<file path="config.mk">
export PLATFORM = sky130hd
export DESIGN_NAME = multicycle_control_fsm_flat
export DESIGN_NICKNAME = d
export VERILOG_FILES = /design/src/rtl/multicycle_control_fsm_pkg.sv /design/src/rtl/multicycle_control_fsm_if.sv /design/src/rtl/multicycle_control_fsm_alu_decoder.sv /design/src/rtl/multicycle_control_fsm.sv /design/src/flat_wrapper.sv
export SDC_FILE = /design/constraint.sdc
export NUM_CORES = 1
export LEC_CHECK = 0
export BUFFER_PORTS_ARGS = -buffer_cell sky130_fd_sc_hd__buf_2
export CAP_MARGIN = 20
export CORE_ASPECT_RATIO = 1.25
export CORE_UTILIZATION = 40
export DETAILED_ROUTE_END_ITERATION = 16
export PLACE_DENSITY = 0.7
export SLEW_MARGIN = 20
export SYNTH_ARGS = -nofsm -noshare
export SYNTH_HDL_FRONTEND = slang
export SYNTH_HIERARCHICAL = 1
export SYNTH_SLANG_ARGS = --single-unit
</file>
<file path="constraint.sdc">
create_clock -name clk -period 2.6 [get_ports clk]
set_input_delay 0.26 -clock clk [delete_from_list [all_inputs] [get_ports clk]]
set_output_delay 0.26 -clock clk [all_outputs]
set_load 0.01 [all_outputs]
</file>
<file path="src/rtl/multicycle_control_fsm_pkg.sv">
// Shared constants for the multi-cycle MIPS control path: opcodes, functs,
// ALU control codes and the externally visible state encoding.
package mips_ctrl_pkg;

  localparam int unsigned OPW   = 6;
  localparam int unsigned ALUCW = 3;

  localparam logic [OPW-1:0] OP_RTYPE = 6'b000000;
  localparam logic [OPW-1:0] OP_LW    = 6'b100011;
  localparam logic [OPW-1:0] OP_SW    = 6'b101011;
  localparam logic [OPW-1:0] OP_ADDI  = 6'b001000;
  localparam logic [OPW-1:0] OP_BEQ   = 6'b000100;
  localparam logic [OPW-1:0] OP_J     = 6'b000010;

  localparam logic [OPW-1:0] FN_ADD = 6'b100000;
  localparam logic [OPW-1:0] FN_SUB = 6'b100010;
  localparam logic [OPW-1:0] FN_AND = 6'b100100;
  localparam logic [OPW-1:0] FN_OR  = 6'b100101;
  localparam logic [OPW-1:0] FN_SLT = 6'b101010;

  localparam logic [ALUCW-1:0] ALU_ADD = 3'b010;
  localparam logic [ALUCW-1:0] ALU_SUB = 3'b110;
  localparam logic [ALUCW-1:0] ALU_AND = 3'b000;
  localparam logic [ALUCW-1:0] ALU_OR  = 3'b001;
  localparam logic [ALUCW-1:0] ALU_SLT = 3'b111;

  typedef enum logic [1:0] {
    AluOpAdd   = 2'b00,
    AluOpSub   = 2'b01,
    AluOpFunct = 2'b10
  } alu_op_e;

  typedef enum logic [3:0] {
    StFetch  = 4'd0,
    StDecode = 4'd1,
    StMemAdr = 4'd2,
    StMemRd  = 4'd3,
    StMemWb  = 4'd4,
    StMemWr  = 4'd5,
    StExec   = 4'd6,
    StAluWb  = 4'd7,
    StBranch = 4'd8,
    StAddiEx = 4'd9,
    StAddiWb = 4'd10,
    StJump   = 4'd11
  } state_e;

endpackage

</file>
<file path="src/rtl/multicycle_control_fsm_if.sv">
// Control bundle between the sequencer and the datapath/memory.
interface multicycle_control_fsm_if;
  import mips_ctrl_pkg::*;

  logic [OPW-1:0]   opcode;
  logic [OPW-1:0]   funct;
  logic             zero;
  logic             mem_ready;
  logic             mem_req;
  logic             IorD;
  logic             MemWrite;
  logic             IRWrite;
  logic             RegDst;
  logic             MemtoReg;
  logic             RegWrite;
  logic             ALUSrcA;
  logic [1:0]       ALUSrcB;
  logic [ALUCW-1:0] ALUcontrol;
  logic [1:0]       PCSrc;
  logic             PCEn;
  logic             illegal_op;
  logic [3:0]       busy_state;

  modport master (
    input  opcode, funct, zero, mem_ready,
    output mem_req, IorD, MemWrite, IRWrite, RegDst, MemtoReg, RegWrite,
           ALUSrcA, ALUSrcB, ALUcontrol, PCSrc, PCEn, illegal_op, busy_state
  );

  modport slave (
    output opcode, funct, zero, mem_ready,
    input  mem_req, IorD, MemWrite, IRWrite, RegDst, MemtoReg, RegWrite,
           ALUSrcA, ALUSrcB, ALUcontrol, PCSrc, PCEn, illegal_op, busy_state
  );

endinterface

</file>
<file path="src/rtl/multicycle_control_fsm_alu_decoder.sv">
// Combinational ALU decoder: maps ALUOp/funct to an ALU control code and
// reports whether funct is one of the supported R-type operations.
module alu_decoder
  import mips_ctrl_pkg::*;
(
  input  alu_op_e          alu_op_i,
  input  logic [OPW-1:0]   funct_i,
  output logic [ALUCW-1:0] alu_control_o,
  output logic             funct_legal_o
);

  logic [ALUCW-1:0] funct_ctrl;

  // funct_legal_o is independent of alu_op_i so DECODE can screen R-types.
  always_comb begin
    funct_legal_o = 1'b1;
    funct_ctrl    = ALU_ADD;
    case (funct_i)
      FN_ADD:  funct_ctrl = ALU_ADD;
      FN_SUB:  funct_ctrl = ALU_SUB;
      FN_AND:  funct_ctrl = ALU_AND;
      FN_OR:   funct_ctrl = ALU_OR;
      FN_SLT:  funct_ctrl = ALU_SLT;
      default: funct_legal_o = 1'b0;
    endcase
  end

  always_comb begin
    alu_control_o = ALU_ADD;
    case (alu_op_i)
      AluOpSub:   alu_control_o = ALU_SUB;
      AluOpFunct: alu_control_o = funct_ctrl;
      default:    alu_control_o = ALU_ADD;
    endcase
  end

endmodule

</file>
<file path="src/rtl/multicycle_control_fsm.sv">
// Multi-cycle MIPS control sequencer: Moore state outputs plus Mealy gating of
// IRWrite/PCEn on mem_ready and of PCEn on zero.
module multicycle_control_fsm
  import mips_ctrl_pkg::*;
(
  input logic                     clk,
  input logic                     rst,
  multicycle_control_fsm_if.master bus
);

  state_e state_q, state_d;
  alu_op_e alu_op;
  logic [ALUCW-1:0] alu_control;
  logic funct_legal;

  logic mem_req, iord, mem_write, ir_write, reg_dst, mem_to_reg, reg_write;
  logic alu_src_a, pc_write, branch, illegal_op;
  logic [1:0] alu_src_b, pc_src;

  alu_decoder u_alu_decoder (
    .alu_op_i      (alu_op),
    .funct_i       (bus.funct),
    .alu_control_o (alu_control),
    .funct_legal_o (funct_legal)
  );

  always_comb begin
    state_d    = state_q;
    mem_req    = 1'b0;
    iord       = 1'b0;
    mem_write  = 1'b0;
    ir_write   = 1'b0;
    reg_dst    = 1'b0;
    mem_to_reg = 1'b0;
    reg_write  = 1'b0;
    alu_src_a  = 1'b0;
    alu_src_b  = 2'b00;
    alu_op     = AluOpAdd;
    pc_src     = 2'b00;
    pc_write   = 1'b0;
    branch     = 1'b0;
    illegal_op = 1'b0;

    case (state_q)
      StFetch: begin
        mem_req   = 1'b1;
        alu_src_b = 2'b01;
        ir_write  = bus.mem_ready;
        pc_write  = bus.mem_ready;
        if (bus.mem_ready) state_d = StDecode;
      end
      StDecode: begin
        alu_src_b = 2'b11;
        state_d   = StFetch;
        case (bus.opcode)
          OP_LW, OP_SW: state_d = StMemAdr;
          OP_ADDI:      state_d = StAddiEx;
          OP_BEQ:       state_d = StBranch;
          OP_J:         state_d = StJump;
          OP_RTYPE: begin
            if (funct_legal) state_d = StExec;
            else             illegal_op = 1'b1;
          end
          default:      illegal_op = 1'b1;
        endcase
      end
      StMemAdr: begin
        alu_src_a = 1'b1;
        alu_src_b = 2'b10;
        state_d   = (bus.opcode == OP_SW) ? StMemWr : StMemRd;
      end
      StMemRd: begin
        mem_req = 1'b1;
        iord    = 1'b1;
        if (bus.mem_ready) state_d = StMemWb;
      end
      StMemWb: begin
        reg_write  = 1'b1;
        mem_to_reg = 1'b1;
        state_d    = StFetch;
      end
      StMemWr: begin
        mem_req   = 1'b1;
        iord      = 1'b1;
        mem_write = 1'b1;
        if (bus.mem_ready) state_d = StFetch;
      end
      StExec: begin
        alu_src_a = 1'b1;
        alu_op    = AluOpFunct;
        state_d   = StAluWb;
      end
      StAluWb: begin
        reg_write = 1'b1;
        reg_dst   = 1'b1;
        state_d   = StFetch;
      end
      StBranch: begin
        alu_src_a = 1'b1;
        alu_op    = AluOpSub;
        branch    = 1'b1;
        pc_src    = 2'b01;
        state_d   = StFetch;
      end
      StAddiEx: begin
        alu_src_a = 1'b1;
        alu_src_b = 2'b10;
        state_d   = StAddiWb;
      end
      StAddiWb: begin
        reg_write = 1'b1;
        state_d   = StFetch;
      end
      StJump: begin
        pc_src   = 2'b10;
        pc_write = 1'b1;
        state_d  = StFetch;
      end
      default: state_d = StFetch;
    endcase

    // Reset presents the idle FETCH datapath setup with every strobe held low.
    if (rst) begin
      mem_req    = 1'b0;
      iord       = 1'b0;
      mem_write  = 1'b0;
      ir_write   = 1'b0;
      reg_dst    = 1'b0;
      mem_to_reg = 1'b0;
      reg_write  = 1'b0;
      alu_src_a  = 1'b0;
      alu_src_b  = 2'b01;
      alu_op     = AluOpAdd;
      pc_src     = 2'b00;
      pc_write   = 1'b0;
      branch     = 1'b0;
      illegal_op = 1'b0;
    end
  end

  always_ff @(posedge clk) begin
    if (rst) state_q <= StFetch;
    else     state_q <= state_d;
  end

  assign bus.mem_req    = mem_req;
  assign bus.IorD       = iord;
  assign bus.MemWrite   = mem_write;
  assign bus.IRWrite    = ir_write;
  assign bus.RegDst     = reg_dst;
  assign bus.MemtoReg   = mem_to_reg;
  assign bus.RegWrite   = reg_write;
  assign bus.ALUSrcA    = alu_src_a;
  assign bus.ALUSrcB    = alu_src_b;
  assign bus.ALUcontrol = alu_control;
  assign bus.PCSrc      = pc_src;
  assign bus.PCEn       = pc_write | (branch & bus.zero);
  assign bus.illegal_op = illegal_op;
  assign bus.busy_state = state_q;

endmodule

</file>
<file path="src/flat_wrapper.sv">
// flat-port wrapper written by rule: the top's interface ports become plain ports
module multicycle_control_fsm_flat import mips_ctrl_pkg::*;
  (clk, rst, bus_opcode, bus_funct, bus_zero, bus_mem_ready, bus_mem_req, bus_IorD, bus_MemWrite, bus_IRWrite, bus_RegDst, bus_MemtoReg, bus_RegWrite, bus_ALUSrcA, bus_ALUSrcB, bus_ALUcontrol, bus_PCSrc, bus_PCEn, bus_illegal_op, bus_busy_state);
  multicycle_control_fsm_if bus_i ();
  input logic clk;
  input logic rst;
  input wire logic [$bits(bus_i.opcode)-1:0] bus_opcode;
  input wire logic [$bits(bus_i.funct)-1:0] bus_funct;
  input wire logic [$bits(bus_i.zero)-1:0] bus_zero;
  input wire logic [$bits(bus_i.mem_ready)-1:0] bus_mem_ready;
  output wire logic [$bits(bus_i.mem_req)-1:0] bus_mem_req;
  output wire logic [$bits(bus_i.IorD)-1:0] bus_IorD;
  output wire logic [$bits(bus_i.MemWrite)-1:0] bus_MemWrite;
  output wire logic [$bits(bus_i.IRWrite)-1:0] bus_IRWrite;
  output wire logic [$bits(bus_i.RegDst)-1:0] bus_RegDst;
  output wire logic [$bits(bus_i.MemtoReg)-1:0] bus_MemtoReg;
  output wire logic [$bits(bus_i.RegWrite)-1:0] bus_RegWrite;
  output wire logic [$bits(bus_i.ALUSrcA)-1:0] bus_ALUSrcA;
  output wire logic [$bits(bus_i.ALUSrcB)-1:0] bus_ALUSrcB;
  output wire logic [$bits(bus_i.ALUcontrol)-1:0] bus_ALUcontrol;
  output wire logic [$bits(bus_i.PCSrc)-1:0] bus_PCSrc;
  output wire logic [$bits(bus_i.PCEn)-1:0] bus_PCEn;
  output wire logic [$bits(bus_i.illegal_op)-1:0] bus_illegal_op;
  output wire logic [$bits(bus_i.busy_state)-1:0] bus_busy_state;
  assign bus_i.opcode = bus_opcode;
  assign bus_i.funct = bus_funct;
  assign bus_i.zero = bus_zero;
  assign bus_i.mem_ready = bus_mem_ready;
  assign bus_mem_req = bus_i.mem_req;
  assign bus_IorD = bus_i.IorD;
  assign bus_MemWrite = bus_i.MemWrite;
  assign bus_IRWrite = bus_i.IRWrite;
  assign bus_RegDst = bus_i.RegDst;
  assign bus_MemtoReg = bus_i.MemtoReg;
  assign bus_RegWrite = bus_i.RegWrite;
  assign bus_ALUSrcA = bus_i.ALUSrcA;
  assign bus_ALUSrcB = bus_i.ALUSrcB;
  assign bus_ALUcontrol = bus_i.ALUcontrol;
  assign bus_PCSrc = bus_i.PCSrc;
  assign bus_PCEn = bus_i.PCEn;
  assign bus_illegal_op = bus_i.illegal_op;
  assign bus_busy_state = bus_i.busy_state;
  multicycle_control_fsm u_core (.clk(clk), .rst(rst), .bus(bus_i));
endmodule
</file>
==> impl_metrics.json <==
{
  "status": "completed",
  "initial_core_util_pct": 42.2,
  "grtUsageTotal_pct": 20.4,
  "rsz0062_at_grt": "no",
  "ioPinCount": 37,
  "power_density_nw_per_um2": 215,
  "slew_viol_final": 0,
  "cts-htree-levels": 1,
  "num_rows": 18,
  "area_growth_syn_to_layout_pct": 26.5,
  "fin_tns_setup_ns": 0,
  "hold_path.class": "in -> reg",
  "drc": 0,
  "cp-end-kind": "primary output",
  "grt_pass1_vias": 835,
  "wl_mm": 2.16,
  "hold_buffers": 0,
  "dr.pass1.iters": 4,
  "drtIter0Drc": 24,
  "synth-seq-area-share_pct": 9.68,
  "largest_register_ff_count": 4,
  "tightestPinTransition_ns": 0.355,
  "reg2regPathDepth": 4,
  "syn_nets": 129,
  "layout_commonest_cell": "buf_2",
  "path_max_fanout": 7,
  "yosysWarnings": 6,
  "die_area_um2": 2250,
  "ant_nets": 0,
  "worstSetupStartpointType": "flop",
  "max_freq_ghz": 0.418,
  "max_cap_viol_count": 0,
  "ys_types": 51,
  "synthesis.instances": 111,
  "cts_root_buf": "clkbuf_4",
  "wl_per_cell_um": 13.0,
  "syn_area_per_cell_um2": 7.45,
  "die_w_um": 42.7,
  "grt_pass1_wl_mm": 3.62,
  "fin_total_pwr_w": 0.000225,
  "synth-seq-cells": 4,
  "globalplace.congestion": 0.802,
  "slew_headroom_pct": 76.2,
  "cts_resized": 0,
  "grt_overflow_total": 0,
  "numCtsBuffers": 3,
  "synth_area_um2": 827,
  "viasPerCell": 5.60,
  "dp_hpwl_mm": 1.70,
  "cts_tree": "built",
  "hold_viol": 0,
  "portBuffers": 36,
  "drive_gt1_share_pct": 41.1,
  "whs_ns": 0.389,
  "post-route-period-util_pct": 92.1,
  "fin_skew_ns": 0.000697,
  "worst-setup-path-type": "reg -> out",
  "clockBufferDepth": 2,
  "vdd.ir_drop.worst_mv": 0.102,
  "nets": 166,
  "utilization_pct": 53.4,
  "grt_antenna_before_repair": 0,
  "grt_max_degree": 21,
  "setup_viol": 0,
  "p_leak_nw": 0.458,
  "worstSkewPairLatency_ns": 0.23,
  "post-cts-setup-buffers": 0,
  "core_area_um2": 1960,
  "diodes": 0,
  "mostFrequentLayoutCells": "buf_2 (36), nor2_1 (10), a21oi_1 (9)",
  "cp.required_ns": 2.34,
  "die_height_um": 52.8,
  "vias": 930,
  "fin_crit_ns": 2.39,
  "hold_depth": 3,
  "cts_num_sinks": 4,
  "crit_arrival_ns": 2.13,
  "clkTransAtPathRegs_ns": 0.04
}
metal layers:
metal | up-vias | track usage [%] | part of all wire [%]
met3 | 0 | 1.38 | 4.8
met4 | 0 | 6.25 | 0
met2 | 32 | 39.1 | 51
li1 | 479 | - | -
met1 | 419 | 23.6 | 44
met5 | - | 0 | 0
final cells by class:
cell class | count | area [um^2]
clock buffer | 3 | 22.5
fill | 193 | 913
inverter | 6 | 22.5
multi-input combinational | 92 | 678
sequential | 4 | 80.1
tap | 20 | 25.0
timing repair buffer | 41 | 218
where the power goes:
group	internal [W]	switching, W
logic	0.0000369	0.0000465
registers	0.0000630	0.000000699
clock network	0.0000517	0.0000264
total	0.000152	0.0000736
worst paths after layout:
kind / startpoint / end / slack, ns
max reg2reg: u_core/bus.busy_state[1] / u_core/bus.busy_state[2] / 1.07
min reg2reg: u_core/bus.busy_state[2] / u_core/bus.busy_state[3] / 0.61
max: u_core/bus.busy_state[2] / bus_ALUcontrol[2] / 0.21
min: rst / u_core/bus.busy_state[0] / 0.39
cells by family after synthesis:
group | Yosys count | synth area share, %
xor+xnor | 2 | 2.12
mux | 3 | 4.39
simple gates | 60 | 48.9
buf+inv | 15 | 9.08
flops | 4 | 9.68
fa+ha+maj | 2 | 3.03
compound gates | 25 | 22.8
Yosys cell counts (all sizes together):
cell     number  area (um^2)
inv           6         22.5
or2           4         25.0
o21ai         4         20.0
nand3         1         5.00
clkbuf        3         11.3
o211a         1         10.0
nor4b         4         56.3
nor4bb        1         10.0
mux2          2         26.3
nand4bb       3         33.8
and2b         1         7.51
o22ai         1         12.5
a21o          2         15.0
and2          1         6.26
xnor2         1         8.76
nor2b         3         18.8
dfxtp         4         80.1
nand3b        1         7.51
or3b          2         20.0
xor2          1         8.76
nand2         7         26.3
nor3b         4         35.0
a221oi        1         15.0
nor3          7         40.0
o21bai        1         7.51
nand4         1         6.26
ha            2         25.0
nor2         10         37.5
mux2i         1         10.0
or3           3         23.8
o31ai         1         12.5
a21oi         9         45.0
buf           6         41.3
o22a          1         8.76
a311oi        1         15.0
a2111oi       1         10.0
or4           1         7.51
o2111ai       1         8.76
nor4          2         12.5
nand2b        4         25.0
a41oi         1         8.76
metrics by stage:
step                setup WS [ns]  instances  cell area [um^2]
finish                      0.206        166              1050
global route               0.0526        166              1050
CTS                        0.0773        166              1040
detailed placement          0.259        163              1020
global placement            0.357        163              1020
floorplan                   0.269        111               827
worst max-delay path: stages, from the launching register on:
cell       delay [ns]
dfxtp_1          0.30
or2_2            0.35
nor4b_2          0.30
inv_1            0.08
ha_1             0.35
nand4bb_1        0.25
o22ai_2          0.14
buf_2            0.14
Note: power is estimated with default switching activity, not from simulation.
